[config.mk]
export PLATFORM = sky130hd
export DESIGN_NAME = tinyalu_arbiter
export DESIGN_NICKNAME = d
export VERILOG_FILES = /design/src/rtl/tinyalu_arbiter.sv
export SDC_FILE = /design/constraint.sdc
export NUM_CORES = 1
export LEC_CHECK = 0
export CORE_ASPECT_RATIO = 1.75
export CORE_MARGIN = 5
export CORE_UTILIZATION = 23
export DETAILED_ROUTE_END_ITERATION = 12
export PLACE_DENSITY = 0.56
export SLEW_MARGIN = 25
export SYNTH_ARGS = -nofsm -noshare
export SYNTH_HDL_FRONTEND = slang
export SYNTH_SLANG_ARGS = --single-unit
[constraint.sdc]
create_clock -name clk_i -period 2.7 [get_ports clk_i]
set_input_delay 0.54 -clock clk_i [delete_from_list [all_inputs] [get_ports clk_i]]
set_output_delay 0.54 -clock clk_i [all_outputs]
set_load 0.02 [all_outputs]
[src/rtl/tinyalu_arbiter.sv]
// tinyalu_arbiter: round-robin sharing of one tinyalu among NUM_REQ requesters; TINYALU_ARB_STATS_EN adds stat counters
module tinyalu_arbiter #(
  parameter int NUM_REQ = 4,
  parameter int TIMEOUT_CYCLES = 15
) (
  input  logic                 clk_i,
  input  logic                 reset_i,
  input  logic [NUM_REQ-1:0]   req_valid,
  output logic [NUM_REQ-1:0]   req_ready,
  input  logic [8*NUM_REQ-1:0] req_a,
  input  logic [8*NUM_REQ-1:0] req_b,
  input  logic [3*NUM_REQ-1:0] req_op,
  output logic [NUM_REQ-1:0]   rsp_valid,
  output logic [15:0]          rsp_result,
  output logic                 rsp_err,
  output logic [7:0]           alu_a,
  output logic [7:0]           alu_b,
  output logic [2:0]           alu_op,
  output logic                 alu_start,
  output logic                 alu_reset_n,
  input  logic                 alu_done,
  input  logic [15:0]          alu_result
`ifdef TINYALU_ARB_STATS_EN
  ,
  output logic [31:0]          stat_ops,
  output logic [31:0]          stat_busy,
  output logic [7:0]           stat_timeouts
`endif
);
  localparam int PW = NUM_REQ > 1 ? $clog2(NUM_REQ) : 1;
  typedef enum logic [1:0] {S_IDLE, S_BUSY, S_RESP} state_t;
  state_t r_state, w_next;
  logic [PW-1:0] r_ptr, r_owner, w_win;
  logic [7:0] r_a, r_b, r_cnt;
  logic [2:0] r_op, w_op;
  logic [15:0] r_result;
  logic r_err, w_any, w_accept, w_nop, w_tmo;
  int w_idx;
  always_comb begin
    w_win = r_ptr;
    w_any = 1'b0;
    w_idx = 0;
    for (int k = NUM_REQ - 1; k >= 0; k--) begin
      w_idx = int'(r_ptr) + k;
      w_idx = w_idx >= NUM_REQ ? w_idx - NUM_REQ : w_idx;
      if (req_valid[w_idx]) begin
        w_win = PW'(w_idx);
        w_any = 1'b1;
      end
    end
    w_op = req_op[3*int'(w_win) +: 3];
    w_nop = w_op == 3'b000;
    w_accept = r_state == S_IDLE && w_any;
    w_tmo = r_cnt == 8'(TIMEOUT_CYCLES - 1);
    w_next = r_state == S_IDLE ? (w_any ? (w_nop ? S_RESP : S_BUSY) : S_IDLE) :
             r_state == S_BUSY ? ((alu_done || w_tmo) ? S_RESP : S_BUSY) : S_IDLE;
  end
  always_ff @(posedge clk_i) begin
    if (reset_i) begin
      r_state  <= S_IDLE;
      r_ptr    <= '0;
      r_owner  <= '0;
      r_a      <= '0;
      r_b      <= '0;
      r_op     <= '0;
      r_cnt    <= '0;
      r_result <= '0;
      r_err    <= 1'b0;
    end else begin
      r_state <= w_next;
      if (w_accept) begin
        r_a     <= req_a[8*int'(w_win) +: 8];
        r_b     <= req_b[8*int'(w_win) +: 8];
        r_op    <= w_op;
        r_owner <= w_win;
        r_ptr   <= w_win == PW'(NUM_REQ - 1) ? '0 : w_win + 1'b1;
        if (w_nop) begin
          r_result <= '0;
          r_err    <= 1'b0;
        end
      end
      if (r_state == S_BUSY) begin
        r_cnt <= r_cnt + 8'd1;
        if (alu_done) begin
          r_result <= alu_result;
          r_err    <= 1'b0;
        end else if (w_tmo) begin
          r_result <= 16'hFFFF;
          r_err    <= 1'b1;
        end
      end
      if (r_state == S_RESP) r_cnt <= '0;
    end
  end
  assign req_ready   = w_accept ? NUM_REQ'(1) << w_win : '0;
  assign rsp_valid   = r_state == S_RESP ? NUM_REQ'(1) << r_owner : '0;
  assign rsp_result  = r_result;
  assign rsp_err     = r_err;
  assign alu_a       = r_a;
  assign alu_b       = r_b;
  assign alu_op      = r_op;
  assign alu_start   = r_state == S_BUSY;
  assign alu_reset_n = ~reset_i;
`ifdef TINYALU_ARB_STATS_EN
  logic [31:0] r_ops, r_busy;
  logic [7:0] r_tmos;
  always_ff @(posedge clk_i) begin
    if (reset_i) begin
      r_ops  <= '0;
      r_busy <= '0;
      r_tmos <= '0;
    end else if (r_state == S_BUSY) begin
      r_busy <= r_busy + 32'd1;
      if (w_next == S_RESP) r_ops <= r_ops + 32'd1;
      if (!alu_done && w_tmo && r_tmos != 8'hFF) r_tmos <= r_tmos + 8'd1;
    end
  end
  assign stat_ops      = r_ops;
  assign stat_busy     = r_busy;
  assign stat_timeouts = r_tmos;
`endif
endmodule

After elaboration in Yosys (flattened, before gate mapping)
Index checks and enable logic that the tools add are counted.
- memories kept: 0
- ROM bits: 0
- register bits after elaboration: 50
- latch bits: 0
- output and inout bits: 46
- RAM bits: 0
- logic and storage cells: 84
- add/sub/neg operators: 9
- muxes and demuxes: 42
- reductions and logical operators: 5
- shift operators: 5
- divide/modulo/power cells: 0
- $lt $le $gt $ge: 8
- eq/ne operators: 4
- multipliers: 1
- bitwise logic cells: 1
- operators by type and width (cell ; number):
    < comparator 32 x 4 -> 1 bit (second input constant) ; 4
    2-to-1 mux 32 bit ; 4
    2-to-1 mux 16 bit ; 5
    indexed part select 32 x 6 -> 8 bit ; 2
    2-to-1 mux 2 bit ; 10
    2-to-1 mux 1 bit ; 17
    indexed part select 12 x 5 -> 3 bit ; 1
    subtractor 3 x 3 -> 4 bit (second input constant) ; 3
    >= comparator 3 bit (second input constant) ; 3
    adder 8 x 1 -> 8 bit (second input constant) ; 1
    binary-select mux 1 bit (select 2 bit) ; 4
    equality test 8 x 4 -> 1 bit (second input constant) ; 1
    2-to-1 mux 4 bit ; 2
    left shift 1 x 2 -> 4 bit (first input constant) ; 2
    adder 2 x 2 -> 3 bit (second input constant) ; 2
    equality test 2 bit (second input constant) ; 2
    multiplier 2 x 2 -> 4 bit (first input constant) ; 1
    subtractor 2 x 3 -> 4 bit (second input constant) ; 1
    adder 2 x 1 -> 3 bit (second input constant) ; 1
    >= comparator 2 x 3 -> 1 bit (second input constant) ; 1
    zero test 3 bit ; 1
    adder 2 x 1 -> 2 bit (second input constant) ; 1
    equality test 2 x 1 -> 1 bit (second input constant) ; 1
    zero test 2 bit ; 1
    other kinds (4) ; 4

Depth between registers and ports, before layout
Gate-level depths: netlist of the first run.
- depth in word-level cells: 18
- mapped depth: 10

Worst setup path before layout of the first run
Ideal clock, no wire load.
- path kind: input-to-output
- from: input port req_valid[0]
- to: output port req_ready[2]
- cell stages on the path: 7
- slack: 261 ps
- data required time: 2160 ps
- data arrival time: 1899 ps
- buffers on the path: 2
- cells stage by stage: nor2b_1 > o41a_1 > clkinv_2 > buf_6 > buf_2 > ha_1 > and2_1
- word-level cells in the longest chain between the ends: 9
- ends and longest elaborated chain (element ; RTL line ; source):
    start, declared ; 8 ; input logic [NUM_REQ-1:0] req_valid,
    binary-select mux 1 bit (select 2 bit) ; 46 ; if (req_valid[w_idx]) begin
    2-to-1 mux 1 bit (not written as such) (2 in series) ; 46 ;
    2-to-1 mux 2 bit (3 in series) ; 46 ;
    2-to-1 mux 2 bit * ; 46 ;
    named net w_win[1] ; 33 ; logic [PW-1:0] r_ptr, r_owner, w_win;
    left shift 1 x 2 -> 4 bit * ; 95 ; assign req_ready = w_accept ? NUM_REQ'(1) << w_win : '0;
    2-to-1 mux 4 bit * ; 95 ;
    end, declared ; 9 ; output logic [NUM_REQ-1:0] req_ready,
The timed path passes the listed nets; every way through them passes the cells marked *. The select of a mux whose other input is x is not followed.

Worst setup path after layout of the first run
- from: input port req_valid[0]
- to: output port req_ready[0]
- word-level cells in the longest chain between the ends: 9
- ends and longest elaborated chain (element ; RTL line):
    binary-select mux 1 bit (select 2 bit) ; 46
    2-to-1 mux 1 bit (not written as such) (2 in series) ; 46
    2-to-1 mux 2 bit or 2-to-1 mux 1 bit (tied branches) (4 in series) ; 46
    left shift 1 x 2 -> 4 bit or logical AND 1 bit (tied branches) ; 95, 53
    2-to-1 mux 4 bit * ; 95
Mark *: on every way between the ends. The rest lies on a longest branch, timed or not. The select of a mux whose other input is x is not followed.

==> results_dict.tcl, run 1 <==
set metrics [dict create \
    outcome "complete, no violations" \
    drt_first_pass_iters 4 \
    p_leak_uw 0.00195 \
    netlist_instances 352 \
    tightest_slew_ns 0.569 \
    globalRouteOverflowTotal 0 \
    initial_core_util 0.236 \
    ctsRootBufferMaster "clkbuf_16" \
    power.total_uw 4490 \
    design.core.area_um2 12100 \
    ys_warn_count 0 \
    tns_ns 0 \
    cts.path.max_buffers 2 \
    cts_buffers 5 \
    synth.avg_cell_area_um2 8.09 \
    cp_top_family "buffers and inverters" \
    globalplace.congestion 0.719 \
    layout-drive-gt1-share 0.162 \
    crit_chain "dlygate4sd2_1 -> nand2_1 -> nor2_1 -> o41a_1 -> buf_6 -> ha_1 -> and2_1 -> buf_4" \
    synthTopCellsByArea "dfxtp_1 (35%), nand2_1 (10%), nand3_1 (6.7%)" \
    fin_crit_sh 0.963 \
    antenna_found_initial 0 \
    drt_iter0_drc 58 \
    cts_tree "built" \
    rrSetupSlack_ns 0.32 \
    row_count 53 \
    async_flop_share 0 \
    critical-path-slowest-cell "o41a_1" \
    grt_max_degree 38 \
    vias 3094 \
    synth.most_common_cell "nand2_1" \
    path_buf_inv 3 \
    synth_top_area_share 0.351 \
    ant_nets 0 \
    ys.flop_type "dfxtp_1" \
    yosysTopAreaCell "dfxtp_1" \
    synth_nets 457 \
    grt_pass1_wl_um 15900 \
    h-tree-depth 2 \
    diodes 0 \
    drc 0 \
    max_cap_viol_count 0 \
    slew_violations 0 \
    fillers 1297 \
    chipWidth_um 94.1 \
    synth-seq-cells 50 \
    slowest_delay_ns 0.52 \
    rsz0062_at_grt "false" \
    area_growth_pct 68.6 \
    io_pins 145 \
    slew_headroom 0.620 \
    fin_worst_skew_ns 0.00342 \
    fmaxAchievable_mhz 385 \
    io_buffers 144 \
    hp-class "register to register" \
    grt_usage 0.136 \
    wl_um 10100 \
    dieArea_um2 14800 \
    clkLatencyLatePin_ns 0.29 \
    yosys-top-cells-count "nand2_1 (76), dfxtp_1 (50), nand3_1 (38), nor2_1 (19), and3_1 (17)" \
    hold_viol_final 0 \
    synthesis.area_um2 2850 \
    dp_hpwl_um 7990 \
    post_drt_wl_per_cell_um 14.9 \
    crit_path_start_kind "input port" \
    cts_sinks 50 \
    power_density_nw_per_um2 935 \
    grt_pass1_vias 3316 \
    worstPathArrival_ns 2.06 \
    fin_crit_ns 2.60 \
    num-nets-final 616 \
    cp_max_fo 3 \
    setup_viol 0 \
    synth.distinct_cells 42 \
    ir_worst_vdd_v 0.000383 \
    endpoint_kind "output port" \
    viasPerCell 4.57 \
    cp_data_required_time_ns 2.16 \
    synth_enable_flop_cells 0 \
    yosysSeqAreaShare 0.351 \
    worstSetupPathType "input port to output port" \
    clkSlewWorstSetupHoldPaths_ns 0.07 \
    die_height_um 157 \
]
[sequential cells by signal, indices dropped and copies added (netlist names)]
register	count
rsp_result	16
alu_a	8
alu_b	8
r_cnt	8
alu_op	3
r_owner	2
r_ptr	2
r_state	2
rsp_err	1
[cell families after synthesis]
family,share of synthesized area
DFF,0.351
buffers and inverters,0.0633
and+or+nand+nor,0.295
AOI/OAI and AO/OA,0.243
adders and majority gates,0.0264
xor gates and xnor gates,0.0215
[worst min-delay path, stage by stage (launching register included)]
cell and delay (ns):
dfxtp_1 0.33, nand2_1 0.06, a21oi_1 0.05
[final timing paths]
path | depth (start not counted) | endpoint | start
worst max-delay path | 8 | req_ready[0] | req_valid[0]
worst min-delay path | 2 | alu_op[1]$_SDFFE_PP0P_ | alu_op[1]$_SDFFE_PP0P_
worst max register to register | 10 | rsp_result[7]$_SDFF_PP0_ | r_ptr[1]$_SDFFE_PP0P_
worst min register to register | 2 | alu_op[1]$_SDFFE_PP0P_ | alu_op[1]$_SDFFE_PP0P_
[where the power goes]
group	switching (µW)	internal [µW]
Sequential	147	978
Combinational	1420	1220
Clock	284	438
[timing repair]
item | in CTS | in global routing
cloned | 0 | 0
pin swaps | 1 | 1
resized for setup | 21 | 2
endpoints found under the setup margin | 4 | 11
hold buffers | 0 | 0
setup buffers | 4 | 0
[cells in the final DEF (no fill, tap or decap), types with 2 or more instances in the layout]
cell / count
inv_1: 8
o221ai_1: 16
xnor2_1: 2
nor3_1: 2
a211o_1: 2
dlygate4sd2_1: 3
buf_2: 3
a21oi_2: 10
and3_1: 17
nor2_1: 19
nand4_1: 8
nand2_1: 76
buf_4: 31
a211oi_1: 2
buf_12: 3
ha_1: 6
nor3b_1: 2
a31o_2: 16
o21ai_0: 3
clkbuf_16: 5
xor2_1: 5
o211ai_1: 2
and2_1: 4
dfxtp_1: 50
nor2b_1: 5
o211ai_4: 4
nand3_1: 38
clkdlybuf4s50_1: 136
a21oi_1: 13
[area by class of cell]
class	count	area, µm²	area share
inverter	10	38.8	0.00808
multi-input combinational	266	1670	0.348
sequential	50	1000	0.208
clock inverter	2	37.5	0.00782
timing repair buffer	178	1720	0.358
tap	165	206	0.0430
clock buffer	6	129	0.0268
[layer usage]
metal / track usage / share of wire / vias up
li1: - / - / 1571
met1: 0.134 / 0.36 / 1401
met2: 0.264 / 0.55 / 109
met3: 0.0383 / 0.070 / 13
met4: 0.0468 / 0.020 / 0
met5: 0 / 0 / -
[through the flow]
stage,cell area [µm²],setup slack [ns],utilization,std cells,hold slack (ns)
floorplan,2850,0.261,-,352,0.467
global placement,4620,-0.525,0.383,665,0.477
detailed placement,4620,-0.522,0.383,665,0.481
CTS,4800,0.0155,0.397,677,0.490
global route,4800,0.0781,0.398,677,0.505
finish,4800,0.101,0.398,677,0.487
Note: power is estimated with default switching activity, not from simulation.
==> run 2: changes to the inputs <==
REMOVE_ABC_BUFFERS = 1   (was not set)
SKIP_CTS_REPAIR_TIMING = 1   (was not set)
==> run 2 against run 1 <==
First-iteration DRC count fell by 16%. Cell area rose by 0.42%. Die area did not move. Clock skew rose by 0.0037 ns. Flip-flop and latch count did not move. Worst setup slack improved by 0.068 ns. Worst hold slack got worse by 0.022 ns. Routed wire length rose by 2.0%.
==> results_dict.tcl, run 2 (synthesis gave the netlist of run 1 again) <==
set metrics [dict create \
    cp_max_fo 5 \
    die_height_um 157 \
    grt_pass1_wl_um 16300 \
    ir_worst_vdd_v 0.000481 \
    multi_input_area_um2 1670 \
    chipWidth_um 94.1 \
    endpoint_kind "output port" \
    placed_area_um2 4600 \
    clkLatencyLatePin_ns 0.29 \
    fin_worst_skew_ns 0.00709 \
    max_cap_viol_count 0 \
    drt_first_pass_iters 4 \
    io_pins 145 \
    crit_chain "dlymetal6s2s_1 -> nand2_1 -> nor2_1 -> o41a_1 -> buf_4 -> ha_1 -> and2_1 -> clkbuf_2" \
    slowest_delay_ns 0.49 \
    p_leak_uw 0.00199 \
    grt_usage 0.138 \
    viasPerCell 4.63 \
    layout-drive-gt1-share 0.160 \
    globalplace.congestion 0.796 \
    grt_max_degree 38 \
    fin_crit_sh 0.938 \
    power.total_uw 4570 \
    clkSlewWorstSetupHoldPaths_ns 0.07 \
    slew_headroom 0.617 \
    place_inst 664 \
    dp_hpwl_um 8090 \
    power_density_nw_per_um2 949 \
    cp_top_family "buffers and inverters" \
    final_design_area_no_fill_um2 4820 \
    num-nets-final 615 \
    mostFrequentLayoutCell "clkdlybuf4s50_1" \
    worstSetupPathType "input port to output port" \
    ant_nets 0 \
    ctsRootBufferMaster "clkbuf_16" \
    cp_data_required_time_ns 2.16 \
    cts_tree "built" \
    wl_um 10300 \
    drt_iter0_drc 49 \
    cts.path.max_buffers 2 \
    io_buffers 144 \
    worst_slack_ns 0.169 \
    design.core.area_um2 12100 \
    crit_path_start_kind "input port" \
    worstPathArrival_ns 1.99 \
    critical-path-slowest-cell "o41a_1" \
    initial_core_util 0.236 \
    cts_sinks 50 \
    path_buf_inv 3 \
    drc 0 \
    area_growth_pct 69.3 \
    seq_area_um2 1000 \
    outcome "complete, no violations" \
    cts_buffers 5 \
    dieArea_um2 14800 \
    slew_violations 0 \
    h-tree-depth 2 \
    fillers 1272 \
    hold_viol_final 0 \
    whs_ns 0.465 \
    setup_viol 0 \
    grt_pass1_vias 3313 \
    fin_crit_ns 2.53 \
    antenna_found_initial 0 \
    tightest_slew_ns 0.574 \
    mostFrequentLayoutCells "clkdlybuf4s50_1 (136), nand2_1 (76), dfxtp_1 (50), nand3_1 (38), buf_4 (31)" \
    final_cells 676 \
    vias 3131 \
    fmaxAchievable_mhz 395 \
    diodes 0 \
    row_count 53 \
    post_drt_wl_per_cell_um 15.2 \
    largest_reg_flops 16 \
    hp-class "register to register" \
    rsz0062_at_grt "false" \
    pre_cts_slack_ns -0.603 \
    globalRouteOverflowTotal 0 \
]
-- run 2: cell count changes in the layout (fill, tap and decap cells not counted), sizes merged --
cell,before,now
bufinv,1,2
clkbuf,6,8
dlygate4sd2,3,0
clkinv,1,2
buf,38,33
dlymetal6s2s,1,5
clkinvlp,1,0
-- run 2: final cells by class --
type / instances / area share
sequential: 50 / 0.208
multi-input combinational: 266 / 0.346
timing repair buffer: 177 / 0.355
inverter: 10 / 0.00805
tap: 165 / 0.0428
clock buffer: 5 / 0.0260
clock inverter: 3 / 0.0143
-- run 2: path summary, 6_finish.rpt --
| path | startpoint | to | slack, ns | cells after the start |
|---|---|---|---|---|
| worst min register to register | alu_op[0]$_SDFFE_PP0P_ | alu_op[0]$_SDFFE_PP0P_ | 0.46 | 2 |
| worst max register to register | r_ptr[1]$_SDFFE_PP0P_ | rsp_result[4]$_SDFF_PP0_ | 0.50 | 8 |
| worst min-delay path | alu_op[0]$_SDFFE_PP0P_ | alu_op[0]$_SDFFE_PP0P_ | 0.46 | 2 |
| worst max-delay path | req_valid[0] | req_ready[1] | 0.17 | 8 |
-- run 2: power breakdown --
part / total [µW] / internal [µW] / switching [µW]
Combinational: 2630 / 1210 / 1420
Sequential: 1130 / 978 / 151
Clock: 816 / 533 / 283
Total: 4570 / 2720 / 1850
-- run 2: stage by stage --
step	utilization	setup TNS, ns
global route	0.399	0
global placement	0.381	-5.63
detailed placement	0.381	-7.15
CTS	0.397	-2.39
floorplan	-	-0.880
finish	0.399	0
-- run 2: per-layer routing --
layer,part of all wire,GRT usage,vias to the layer above
li1,-,-,1571
met2,0.55,0.264,106
met1,0.35,0.139,1438
met4,0.023,0.0448,0
met3,0.071,0.0411,16
met5,0,0,-
-- run 2: tightest hold or removal path, delay by kind of cell (launching register included) --
family,cells,cell delay [ns]
flip-flops,1,0.31
AO/OA/AOI/OAI,1,0.06
AND/OR/NAND/NOR,1,0.05
